<file path="config.mk">
export PLATFORM = sky130hd
export DESIGN_NAME = bus_endpoint_fifo_flat
export DESIGN_NICKNAME = d
export VERILOG_FILES = /design/src/rtl/bus_endpoint_fifo_pkg.sv /design/src/rtl/bus_endpoint_fifo_if.sv /design/src/rtl/bus_endpoint_fifo_ep_fifo.sv /design/src/rtl/bus_endpoint_fifo.sv /design/src/flat_wrapper.sv
export SDC_FILE = /design/constraint.sdc
export NUM_CORES = 1
export LEC_CHECK = 0
export ABC_CLOCK_PERIOD_IN_PS = 3500
export BUFFER_PORTS_ARGS = -buffer_cell sky130_fd_sc_hd__buf_2
export CAP_MARGIN = 5
export CORE_ASPECT_RATIO = 0.6
export CORE_MARGIN = 8
export CORE_UTILIZATION = 50
export DETAILED_ROUTE_END_ITERATION = 6
export PLACE_DENSITY_LB_ADDON = 0.25
export SKIP_CTS_REPAIR_TIMING = 1
export SYNTH_ARGS = -nofsm -noshare
export SYNTH_HDL_FRONTEND = slang
export SYNTH_SLANG_ARGS = --single-unit
</file>
<file path="constraint.sdc">
create_clock -name clk -period 3.5 [get_ports clk]
set_clock_uncertainty 0.05 [all_clocks]
set_input_delay 0.7 -clock clk [delete_from_list [all_inputs] [get_ports clk]]
set_output_delay 0.7 -clock clk [all_outputs]
set_load 0.05 [all_outputs]
</file>
<file path="src/rtl/bus_endpoint_fifo_pkg.sv">
// Shared definitions for the bus endpoint FIFO slice.
//   ID_W / BROADCAST_ID : destination-ID field width and broadcast address
//   PKT_MAX_W           : widest packet dest_of() can take apart
//   cnt_width()         : occupancy counter width for a given FIFO depth
//   cnt_t               : occupancy counter type at the default depth
//   dest_of()           : extracts the destination ID (top ID_W bits) of a packet
package bus_ep_pkg;

  localparam int unsigned ID_W          = 8;
  localparam logic [ID_W-1:0] BROADCAST_ID = 8'hFF;
  localparam int unsigned PKT_MAX_W     = 256;
  localparam int unsigned DEFAULT_DEPTH = 8;

  typedef logic [$clog2(DEFAULT_DEPTH+1)-1:0] cnt_t;

  function automatic int unsigned cnt_width(input int unsigned d);
    return $clog2(d + 1);
  endfunction

  // pkt is the zero-extended packet, w its real width
  function automatic logic [ID_W-1:0] dest_of(input logic [PKT_MAX_W-1:0] pkt,
                                              input int unsigned       w);
    return pkt[w-1 -: ID_W];
  endfunction

endpackage

</file>
<file path="src/rtl/bus_endpoint_fifo_if.sv">
// Bus-side connection of one endpoint slot.
//   pndng  : TX FIFO non-empty
//   D_pop  : TX head packet (0 when empty)
//   pop    : bus consumes TX head
//   push   : bus delivers D_push
//   D_push : delivered packet
// master = bus generator/arbiter side, slave = endpoint side.
interface bus_endpoint_fifo_if #(
  parameter int unsigned pckg_sz = 16
);
  logic               pndng;
  logic [pckg_sz-1:0] D_pop;
  logic               pop;
  logic               push;
  logic [pckg_sz-1:0] D_push;

  modport master (input pndng, D_pop, output pop, push, D_push);
  modport slave  (output pndng, D_pop, input pop, push, D_push);
endinterface

</file>
<file path="src/rtl/bus_endpoint_fifo_ep_fifo.sv">
// Synchronous first-word fall-through FIFO used for both endpoint directions.
//   clk, reset : clock, async active-high reset
//   wr, wdata  : write request and data
//   rd         : consume head (ignored when empty)
//   rdata      : head entry, 0 when empty
//   full/empty : derived from the registered count only
//   count      : occupancy
//   ovf        : one-cycle pulse after a write was dropped
module ep_fifo #(
  parameter int unsigned width = 16,
  parameter int unsigned depth = 8
) (
  input  logic                       clk,
  input  logic                       reset,
  input  logic                       wr,
  input  logic [width-1:0]           wdata,
  input  logic                       rd,
  output logic [width-1:0]           rdata,
  output logic                       full,
  output logic                       empty,
  output logic [$clog2(depth+1)-1:0] count,
  output logic                       ovf
);

  localparam int unsigned PTR_W = $clog2(depth);
  localparam int unsigned CNT_W = $clog2(depth + 1);

  logic [width-1:0] mem [depth];
  logic [PTR_W-1:0] wr_ptr;
  logic [PTR_W-1:0] rd_ptr;
  logic [CNT_W-1:0] cnt_q;
  logic             ovf_q;
  logic             do_rd;
  logic             do_wr;

  assign empty = (cnt_q == '0);
  assign full  = (cnt_q == CNT_W'(depth));
  assign count = cnt_q;
  assign ovf   = ovf_q;
  assign rdata = empty ? '0 : mem[rd_ptr];

  // A write into a full FIFO still fits when the head leaves on the same edge.
  assign do_rd = rd && !empty;
  assign do_wr = wr && (!full || do_rd);

  always_ff @(posedge clk or posedge reset) begin
    if (reset) begin
      wr_ptr <= '0;
      rd_ptr <= '0;
      cnt_q  <= '0;
      ovf_q  <= 1'b0;
    end else begin
      if (do_wr) wr_ptr <= wr_ptr + PTR_W'(1);
      if (do_rd) rd_ptr <= rd_ptr + PTR_W'(1);
      cnt_q <= cnt_q + CNT_W'(do_wr) - CNT_W'(do_rd);
      ovf_q <= wr && !do_wr;
    end
  end

  always_ff @(posedge clk) begin
    if (do_wr) mem[wr_ptr] <= wdata;
  end

endmodule

</file>
<file path="src/rtl/bus_endpoint_fifo.sv">
// Device-side endpoint for the shared bus: TX FIFO popped by the bus, RX FIFO
// filled by bus deliveries, and a host read/write interface.
//   clk, reset             : clock, async active-high reset
//   bus (slave modport)    : pndng, D_pop, pop, push, D_push
//   tx_wr, tx_data         : host packet write
//   tx_full, tx_count      : TX status
//   rx_rd, rx_data         : host consumes RX head (rx_data 0 when empty)
//   rx_empty, rx_count     : RX status
//   tx_ovf, rx_ovf         : one-cycle drop pulses
//   misroute_cnt           : saturating count of pushes dropped by the ID filter
// Build option BUS_EP_ADDR_FILTER_EN: when defined, pushes are accepted only for
// dest == id or dest == broadcast; when undefined, every push is accepted and
// misroute_cnt is 0.
module bus_endpoint_fifo
  import bus_ep_pkg::*;
#(
  parameter int unsigned     pckg_sz   = 16,
  parameter int unsigned     depth     = 8,
  parameter logic [ID_W-1:0] id        = 8'h00,
  parameter logic [ID_W-1:0] broadcast = BROADCAST_ID
) (
  input  logic                       clk,
  input  logic                       reset,
  bus_endpoint_fifo_if.slave         bus,
  input  logic                       tx_wr,
  input  logic [pckg_sz-1:0]         tx_data,
  output logic                       tx_full,
  input  logic                       rx_rd,
  output logic [pckg_sz-1:0]         rx_data,
  output logic                       rx_empty,
  output logic [$clog2(depth+1)-1:0] tx_count,
  output logic [$clog2(depth+1)-1:0] rx_count,
  output logic                       tx_ovf,
  output logic                       rx_ovf,
  output logic [7:0]                 misroute_cnt
);

  logic tx_empty;
  logic rx_full_unused;
  logic addr_ok;

  ep_fifo #(.width(pckg_sz), .depth(depth)) u_tx (
    .clk   (clk),
    .reset (reset),
    .wr    (tx_wr),
    .wdata (tx_data),
    .rd    (bus.pop),
    .rdata (bus.D_pop),
    .full  (tx_full),
    .empty (tx_empty),
    .count (tx_count),
    .ovf   (tx_ovf)
  );

  assign bus.pndng = !tx_empty;

  // rx_ovf comes from the FIFO itself, so it only fires for address-accepted pushes.
  ep_fifo #(.width(pckg_sz), .depth(depth)) u_rx (
    .clk   (clk),
    .reset (reset),
    .wr    (bus.push && addr_ok),
    .wdata (bus.D_push),
    .rd    (rx_rd),
    .rdata (rx_data),
    .full  (rx_full_unused),
    .empty (rx_empty),
    .count (rx_count),
    .ovf   (rx_ovf)
  );

`ifdef BUS_EP_ADDR_FILTER_EN
  logic [ID_W-1:0] dest;
  logic [7:0]      misroute_q;

  assign dest    = dest_of(PKT_MAX_W'(bus.D_push), pckg_sz);
  assign addr_ok = (dest == id) || (dest == broadcast);

  always_ff @(posedge clk or posedge reset) begin
    if (reset) begin
      misroute_q <= '0;
    end else if (bus.push && !addr_ok && (misroute_q != '1)) begin
      misroute_q <= misroute_q + 8'd1;
    end
  end

  assign misroute_cnt = misroute_q;
`else
  logic [2*ID_W-1:0] filter_ids_unused;

  assign filter_ids_unused = {id, broadcast};
  assign addr_ok           = 1'b1;
  assign misroute_cnt      = '0;
`endif

endmodule

</file>
<file path="src/flat_wrapper.sv">
// flat-port wrapper written by rule: the top's interface ports become plain ports
module bus_endpoint_fifo_flat import bus_ep_pkg::*;
#(
  parameter int unsigned     pckg_sz   = 16,
  parameter int unsigned     depth     = 8,
  parameter logic [ID_W-1:0] id        = 8'h00,
  parameter logic [ID_W-1:0] broadcast = BROADCAST_ID
)
  (clk, reset, tx_wr, tx_data, tx_full, rx_rd, rx_data, rx_empty, tx_count, rx_count, tx_ovf, rx_ovf, misroute_cnt, bus_pndng, bus_D_pop, bus_pop, bus_push, bus_D_push);
  bus_endpoint_fifo_if #(.pckg_sz(pckg_sz)) bus_i ();
  input  logic clk;
  input  logic reset;
  input  logic tx_wr;
  input  logic [pckg_sz-1:0] tx_data;
  output logic tx_full;
  input  logic rx_rd;
  output logic [pckg_sz-1:0] rx_data;
  output logic rx_empty;
  output logic [$clog2(depth+1)-1:0] tx_count;
  output logic [$clog2(depth+1)-1:0] rx_count;
  output logic tx_ovf;
  output logic rx_ovf;
  output logic [7:0] misroute_cnt;
  output wire logic [$bits(bus_i.pndng)-1:0] bus_pndng;
  output wire logic [$bits(bus_i.D_pop)-1:0] bus_D_pop;
  input wire logic [$bits(bus_i.pop)-1:0] bus_pop;
  input wire logic [$bits(bus_i.push)-1:0] bus_push;
  input wire logic [$bits(bus_i.D_push)-1:0] bus_D_push;
  assign bus_pndng = bus_i.pndng;
  assign bus_D_pop = bus_i.D_pop;
  assign bus_i.pop = bus_pop;
  assign bus_i.push = bus_push;
  assign bus_i.D_push = bus_D_push;
  bus_endpoint_fifo #(.pckg_sz(pckg_sz), .depth(depth), .id(id), .broadcast(broadcast)) u_core (.clk(clk), .reset(reset), .bus(bus_i), .tx_wr(tx_wr), .tx_data(tx_data), .tx_full(tx_full), .rx_rd(rx_rd), .rx_data(rx_data), .rx_empty(rx_empty), .tx_count(tx_count), .rx_count(rx_count), .tx_ovf(tx_ovf), .rx_ovf(rx_ovf), .misroute_cnt(misroute_cnt));
endmodule
</file>
==> results of run 1 <==
==> final timing paths <==
kind                                                    from                           endpoint  slack (ns)
max in group asynchronous                              reset  u_core.u_tx.rd_ptr[0]$_DFFE_PP0N_        2.50
min                                                    reset     u_core.u_rx.count[3]$_DFF_PP0_        0.31
max reg2reg                   u_core.u_rx.count[2]$_DFF_PP0_     u_core.u_rx.count[2]$_DFF_PP0_        0.87
min in group clk                              bus_D_push[11]   u_core.u_rx.mem[7][11]$_DFFE_PP_        0.39
min reg2reg                u_core.u_tx.rd_ptr[2]$_DFFE_PP0N_  u_core.u_tx.rd_ptr[2]$_DFFE_PP0N_        0.46
max                           u_core.u_rx.count[2]$_DFF_PP0_                        rx_data[13]        0.15
==> power by group through the flow <==
stage | sequential, mW | combinational, mW | clock, mW
2_1_floorplan | 4.63 | 3.56 | 0
3_3_place_gp | 4.57 | 4.72 | 0
3_5_place_dp | 4.62 | 4.78 | 0
4_1_cts | 4.55 | 4.80 | 2.72
5_1_grt | 4.60 | 5.03 | 2.85
6_report | 4.54 | 4.71 | 2.65
==> registers in the layout, indices dropped and copies added, names as in the netlist <==
name,count
u_core.u_rx.mem,128
u_core.u_tx.ovf,1
u_core.u_rx.wr_ptr,3
u_core.u_tx.mem,128
u_core.u_tx.rd_ptr,3
u_core.u_rx.rd_ptr,3
u_core.u_tx.wr_ptr,3
u_core.u_rx.count,4
u_core.u_tx.count,4
u_core.u_rx.ovf,1
==> cells in the final DEF (no fill, tap or decap), types with 4 or more instances in the layout <==
master     synthesis  layout
buf_2              8      82
nand2b_1           4       4
conb_1             1       8
xnor2_1            9       9
a22o_1            32      32
nand2_1            5       5
buf_4             10      22
inv_1             13      13
mux4_2            64      64
nor2_1             7       7
mux2_2             4       4
o211ai_1           4       4
ha_1              14      14
nor3_2             0       8
clkinv_2           0       5
clkbuf_16          0      26
edfxtp_1         256     256
clkbuf_1           8       6
dfrtp_1           22      20
==> kinds of logic (layout without fill, tap and decap cells) <==
| kind of cell | count (synthesis) | in the layout |
|---|---|---|
| xor+xnor | 12 | 12 |
| mux | 69 | 69 |
| buf+inv | 45 | 164 |
| simple gates | 41 | 41 |
| compound gates | 43 | 43 |
| fa+ha+maj | 16 | 16 |
| flops | 278 | 278 |
| other cells | 1 | 8 |
==> final cells by class <==
type                       instances  area (sq um)
fill                            1624          9130
timing repair buffer             107           636
inverter                          13          48.8
multi-input combinational        189          2490
clock inverter                    12           125
tap                              286           358
clock buffer                      32           673
sequential                       278          8240
==> routing by layer <==
metal | routed length (um) | GRT usage | vias to the layer above
li1 | - | - | 2286
met1 | 9710 | 0.240 | 2769
met2 | 10000 | 0.258 | 157
met3 | 1400 | 0.0283 | 29
met4 | 351 | 0.0324 | 4
met5 | 21 | 0 | -
==> metrics by stage <==
| step | power (mW) | setup slack [ns] | hold slack [ns] |
|---|---|---|---|
| 2_1_floorplan | 8.18 | 0.0700 | 0.409 |
| 3_5_place_dp | 9.40 | 0.715 | 0.450 |
| 6_report | 11.9 | 0.150 | 0.313 |
| 4_1_cts | 12.1 | 0.145 | 0.324 |
| 5_1_grt | 12.5 | 0.0257 | 0.382 |
| 3_3_place_gp | 9.29 | 0.759 | 0.426 |
==> out/metrics.cfg, run 1 <==
[status]
outcome = finished, final reports clean

[clocking]
cts_buffer_depth = 3
clkTransAtPathRegs_ns = 0.06
cts_num_sinks = 278
cts-root-buf = clkbuf_16
cts_tree = yes
htree_num_levels = 1
numCtsBuffers = 26
clock_latency_ns = 0.51

[timing]
rsz0062_at_grt = false
max_slew_margin = 0.427
fin_crit_sh = 0.957
setup_viol = 0
slew_viol_final = 0
timing.fmax_mhz = 299
period_needed_ns = 3.35
tightest_slew_ns = 0.859
finalHoldViolCount = 0
fin_setup_tns_ns = 0

[cells_and_area]
drive_above_1_share = 0.363
antenna_cells = 0
syn_to_final_growth_pct = 15.3
fin_cells = 917
finish.instance_area_sq_um = 12600
nets = 669
final_util = 0.579

[synthesis]
yosysWarnings = 0
synth_edf_count = 256
yosys.area_share.simple = 0.0208
synth_seq_area_share = 0.755
synthCells = 505
syn_avg_cell_area_sq_um = 21.6
synth_top_family_by_area = multiplexers
ys_types = 37
synth_compound_area_frac = 0.0338
synth.area.top_cells = edfxtp_1 (70%), mux4_2 (13%), dfrtp_1 (5.0%), a22o_1 (2.6%), ha_1 (1.6%)
yosysTopAreaCell = edfxtp_1
synth_commonest_cells = edfxtp_1 (256), mux4_2 (64), a22o_1 (32)
yosys.area_share.xor_xnor = 0.00964
synth_area_sq_um = 10900
synth_fa_ha_area_frac = 0.0197
synth_most_common_cell = edfxtp_1
synthFlopType = edfxtp_1
async_flop_share = 0.0791
synth_top_area_frac = 0.705
ys_seq_elements = 278
muxShareOfSynthArea = 0.137

[grt]
grt_usage = 0.163
antenna_found_initial = 2
grt_pass1_vias = 5590
grt_max_degree = 35
grt_pass1_wl_um = 33100
grt.overflow.total = 0

[route]
via_per_inst = 5.72
drt_iter0_markers = 428
drt.antenna.violating_nets = 0
post_drt_wl_per_cell_um = 23.5
drt-total-wl_um = 21500
route.detailed.drc = 0
drt_first_pass_iters = 4
num_vias = 5245

[floorplan]
chipWidth_um = 207
coreArea_sq_um = 21700
die_h_um = 130
fp.dieArea_sq_um = 27000
start_util = 0.503
io_pins = 91
num_rows = 42

[power_and_ir_drop]
internal-power_mw = 7.40
p_leak_nw = 4.39
power.density_nw_per_um2 = 946
switching_share = 0.378
clockPowerShare = 0.223
seq_power_share = 0.381
ir_worst_vdd_mv = 0.552
switching_power_mw = 4.50
p_comb_frac = 0.396

[setup_path]
cp.required_ns = 2.75
cpLargestDelayFamily = simple AND/OR/NAND/NOR gates
rr_worst_depth = 8
start_kind = register
crit_chain = inv_1 -> ha_1 -> or3b_1 -> and2_1 -> a22o_1 -> buf_2
critPathKind = register to output port
critical_path_buf_inv_count = 2
cp_max_fo = 16
slowest_delay_ns = 0.66
arrival_ns = 2.60
crit_slowest_cell = and2_1
cp_num_cells = 6
cp-end-kind = output port

[place]
port_buffers = 82
placed_cell_area_sq_um = 11800
place_hpwl_um = 13400
gp_congestion = 0.746
dp.cells = 873

[flow_run]
drv_cap = 0

[min_path]
min_path_type = input pin to async pin

(Power assumes the default switching activity.)
==> run 2, diff against run 1 <==
--- a/config.mk
+++ b/config.mk
@@ -11,5 +11,5 @@
 export CORE_ASPECT_RATIO = 0.6
 export CORE_MARGIN = 8
-export CORE_UTILIZATION = 50
+export CORE_UTILIZATION = 40
 export DETAILED_ROUTE_END_ITERATION = 6
 export PLACE_DENSITY_LB_ADDON = 0.25
--- a/constraint.sdc
+++ b/constraint.sdc
@@ -3,3 +3,3 @@
 set_input_delay 0.7 -clock clk [delete_from_list [all_inputs] [get_ports clk]]
 set_output_delay 0.7 -clock clk [all_outputs]
-set_load 0.05 [all_outputs]
+set_load 0.1 [all_outputs]
==> run 2 against run 1 <==
  * Die area increased by 22%
  * Fmax decreased by 0.42%
  * Critical endpoint is now rx_data[14]
  * Highest routed layer unchanged
  * Routed wire length increased by 3.6%
  * Worst setup slack got worse by 0.014 ns
==> out/metrics.cfg, run 2 (same netlist as run 1, synthesis figures left out) <==
[route]
post_drt_wl_per_cell_um = 22.3  ; -4.8%
drt_iter0_markers = 326  ; -24%
drt.antenna.violating_nets = 0  ; unchanged
route.detailed.drc = 0  ; unchanged
via_per_inst = 5.21  ; -8.8%
drt-total-wl_um = 22300  ; +3.6%
num_vias = 5204  ; -0.78%
drt_first_pass_iters = 5  ; +1

[timing]
tightest_slew_ns = 0.975  ; +0.116 ns
max_slew_margin = 0.349  ; -0.0772
fin_setup_tns_ns = 0  ; unchanged
finalHoldViolCount = 0  ; unchanged
slew_viol_final = 0  ; unchanged
setup_viol = 0  ; unchanged
period_needed_ns = 3.36  ; +0.0142 ns
fin_crit_sh = 0.961  ; +0.00406
timing.fmax_mhz = 297  ; -0.42%
rsz0062_at_grt = false

[clocking]
clock_latency_ns = 0.53  ; +0.02 ns
cts-root-buf = clkbuf_16
cts_buffer_depth = 3  ; unchanged
cts_tree = yes
cts_num_sinks = 278  ; unchanged
clkTransAtPathRegs_ns = 0.07  ; about the same
numCtsBuffers = 26  ; unchanged
htree_num_levels = 1  ; unchanged

[status]
outcome = finished, final reports clean

[flow_run]
drv_cap = 0  ; unchanged

[cells_and_area]
fill_cells = 2130  ; +31%
nets = 673  ; +0.60%
multiInputGateArea_sq_um = 2600  ; +4.3%
syn_to_final_growth_pct = 22.2
final_common_cell = edfxtp_1
antenna_cells = 0  ; unchanged
drive_above_1_share = 0.403  ; +0.0399
layout_common_cells = edfxtp_1 (256), mux4_2 (64), buf_2 (50)
reg.largest.list = u_core.u_rx.mem (128), u_core.u_tx.mem (128)
regArea_sq_um = 8250  ; +0.12%

[place]
port_buffers = 82  ; unchanged
place_hpwl_um = 14300  ; +7.2%
gp_congestion = 0.754  ; +1.1%

[grt]
antenna_found_initial = 1  ; -1
grt_max_degree = 35  ; unchanged
grt_usage = 0.138  ; -0.0254
grt.overflow.total = 0  ; unchanged
grt_pass1_wl_um = 34600  ; +4.3%
grt_pass1_vias = 5647  ; +1.0%

[setup_path]
cp.required_ns = 2.75  ; about the same
arrival_ns = 2.61  ; about the same
critPathKind = register to output port
cp-end-kind = output port
start_kind = register
cp_max_fo = 16  ; unchanged

[floorplan]
io_pins = 91  ; unchanged
coreArea_sq_um = 26600  ; +23%
start_util = 0.410  ; -0.0924
fp.dieArea_sq_um = 33000  ; +22%
num_rows = 46  ; +9.5%
chipWidth_um = 229  ; +11%
die_h_um = 144  ; +10%

[min_path]
min_path_type = input pin to async pin

==> run 2: cell count changes in the layout (fill, tap and decap cells not counted), sizes merged <==
cell	before	now
buf	107	111
inv	13	12
clkinv	9	13
clkinvlp	1	3
clkbuf	32	30
==> run 2: final timing paths <==
| check | startpoint | end | slack (ns) | depth (start not counted) |
|---|---|---|---|---|
| min in group clk | tx_data[15] | u_core.u_tx.mem[4][15]$_DFFE_PP_ | 0.39 | 1 |
| worst min register to register | u_core.u_tx.rd_ptr[2]$_DFFE_PP0N_ | u_core.u_tx.rd_ptr[2]$_DFFE_PP0N_ | 0.50 | 1 |
| worst min-delay path | reset | u_core.u_rx.count[1]$_DFF_PP0_ | 0.35 | 2 |
| max in group asynchronous | reset | u_core.u_rx.count[3]$_DFF_PP0_ | 2.34 | 2 |
| worst max-delay path | u_core.u_rx.count[2]$_DFF_PP0_ | rx_data[14] | 0.14 | 6 |
| worst max register to register | u_core.u_rx.count[2]$_DFF_PP0_ | u_core.u_rx.count[2]$_DFF_PP0_ | 0.79 | 8 |
==> run 2: area by class of cell <==
cell class	instances	share of cell area
sequential	278	0.619
multi-input combinational	189	0.195
timing repair buffer	111	0.0869
clock buffer	30	0.0515
tap	360	0.0338
clock inverter	17	0.0100
inverter	13	0.00394
==> run 2: routing by layer <==
metal / vias to the layer above / track usage / part of all wire
li1: 2295 / - / -
met1: 2770 / 0.192 / 0.45
met5: - / 0 / 0.00045
met3: 30 / 0.0280 / 0.043
met2: 107 / 0.223 / 0.49
met4: 2 / 0.0308 / 0.020
==> run 2: worst max-delay path: stages (launching register included) <==
cell and delay, ns:
dfrtp_4 0.46, inv_1 0.10, ha_1 0.18, or3b_1 0.43, and2_2 0.41, a22o_2 0.33
buf_12 0.17
==> run 2: stage by stage <==
stage / hold WS [ns] / area [sq um] / util / instances / setup slack [ns]
after floorplan: 0.417 / 11000 / - / 512 / -0.194
after detailed placement: 0.446 / 12500 / 0.469 / 949 / 0.285
after CTS: 0.363 / 13300 / 0.500 / 996 / -0.292
after global routing: 0.373 / 13300 / 0.501 / 998 / 0.0172
final: 0.354 / 13300 / 0.501 / 998 / 0.136
after global placement: 0.433 / 12500 / 0.469 / 949 / 0.367
Power of run 2 is left out: the tool's default activity adds up to more than one toggle a clock period on the data nets, which glitch-free logic cannot reach.
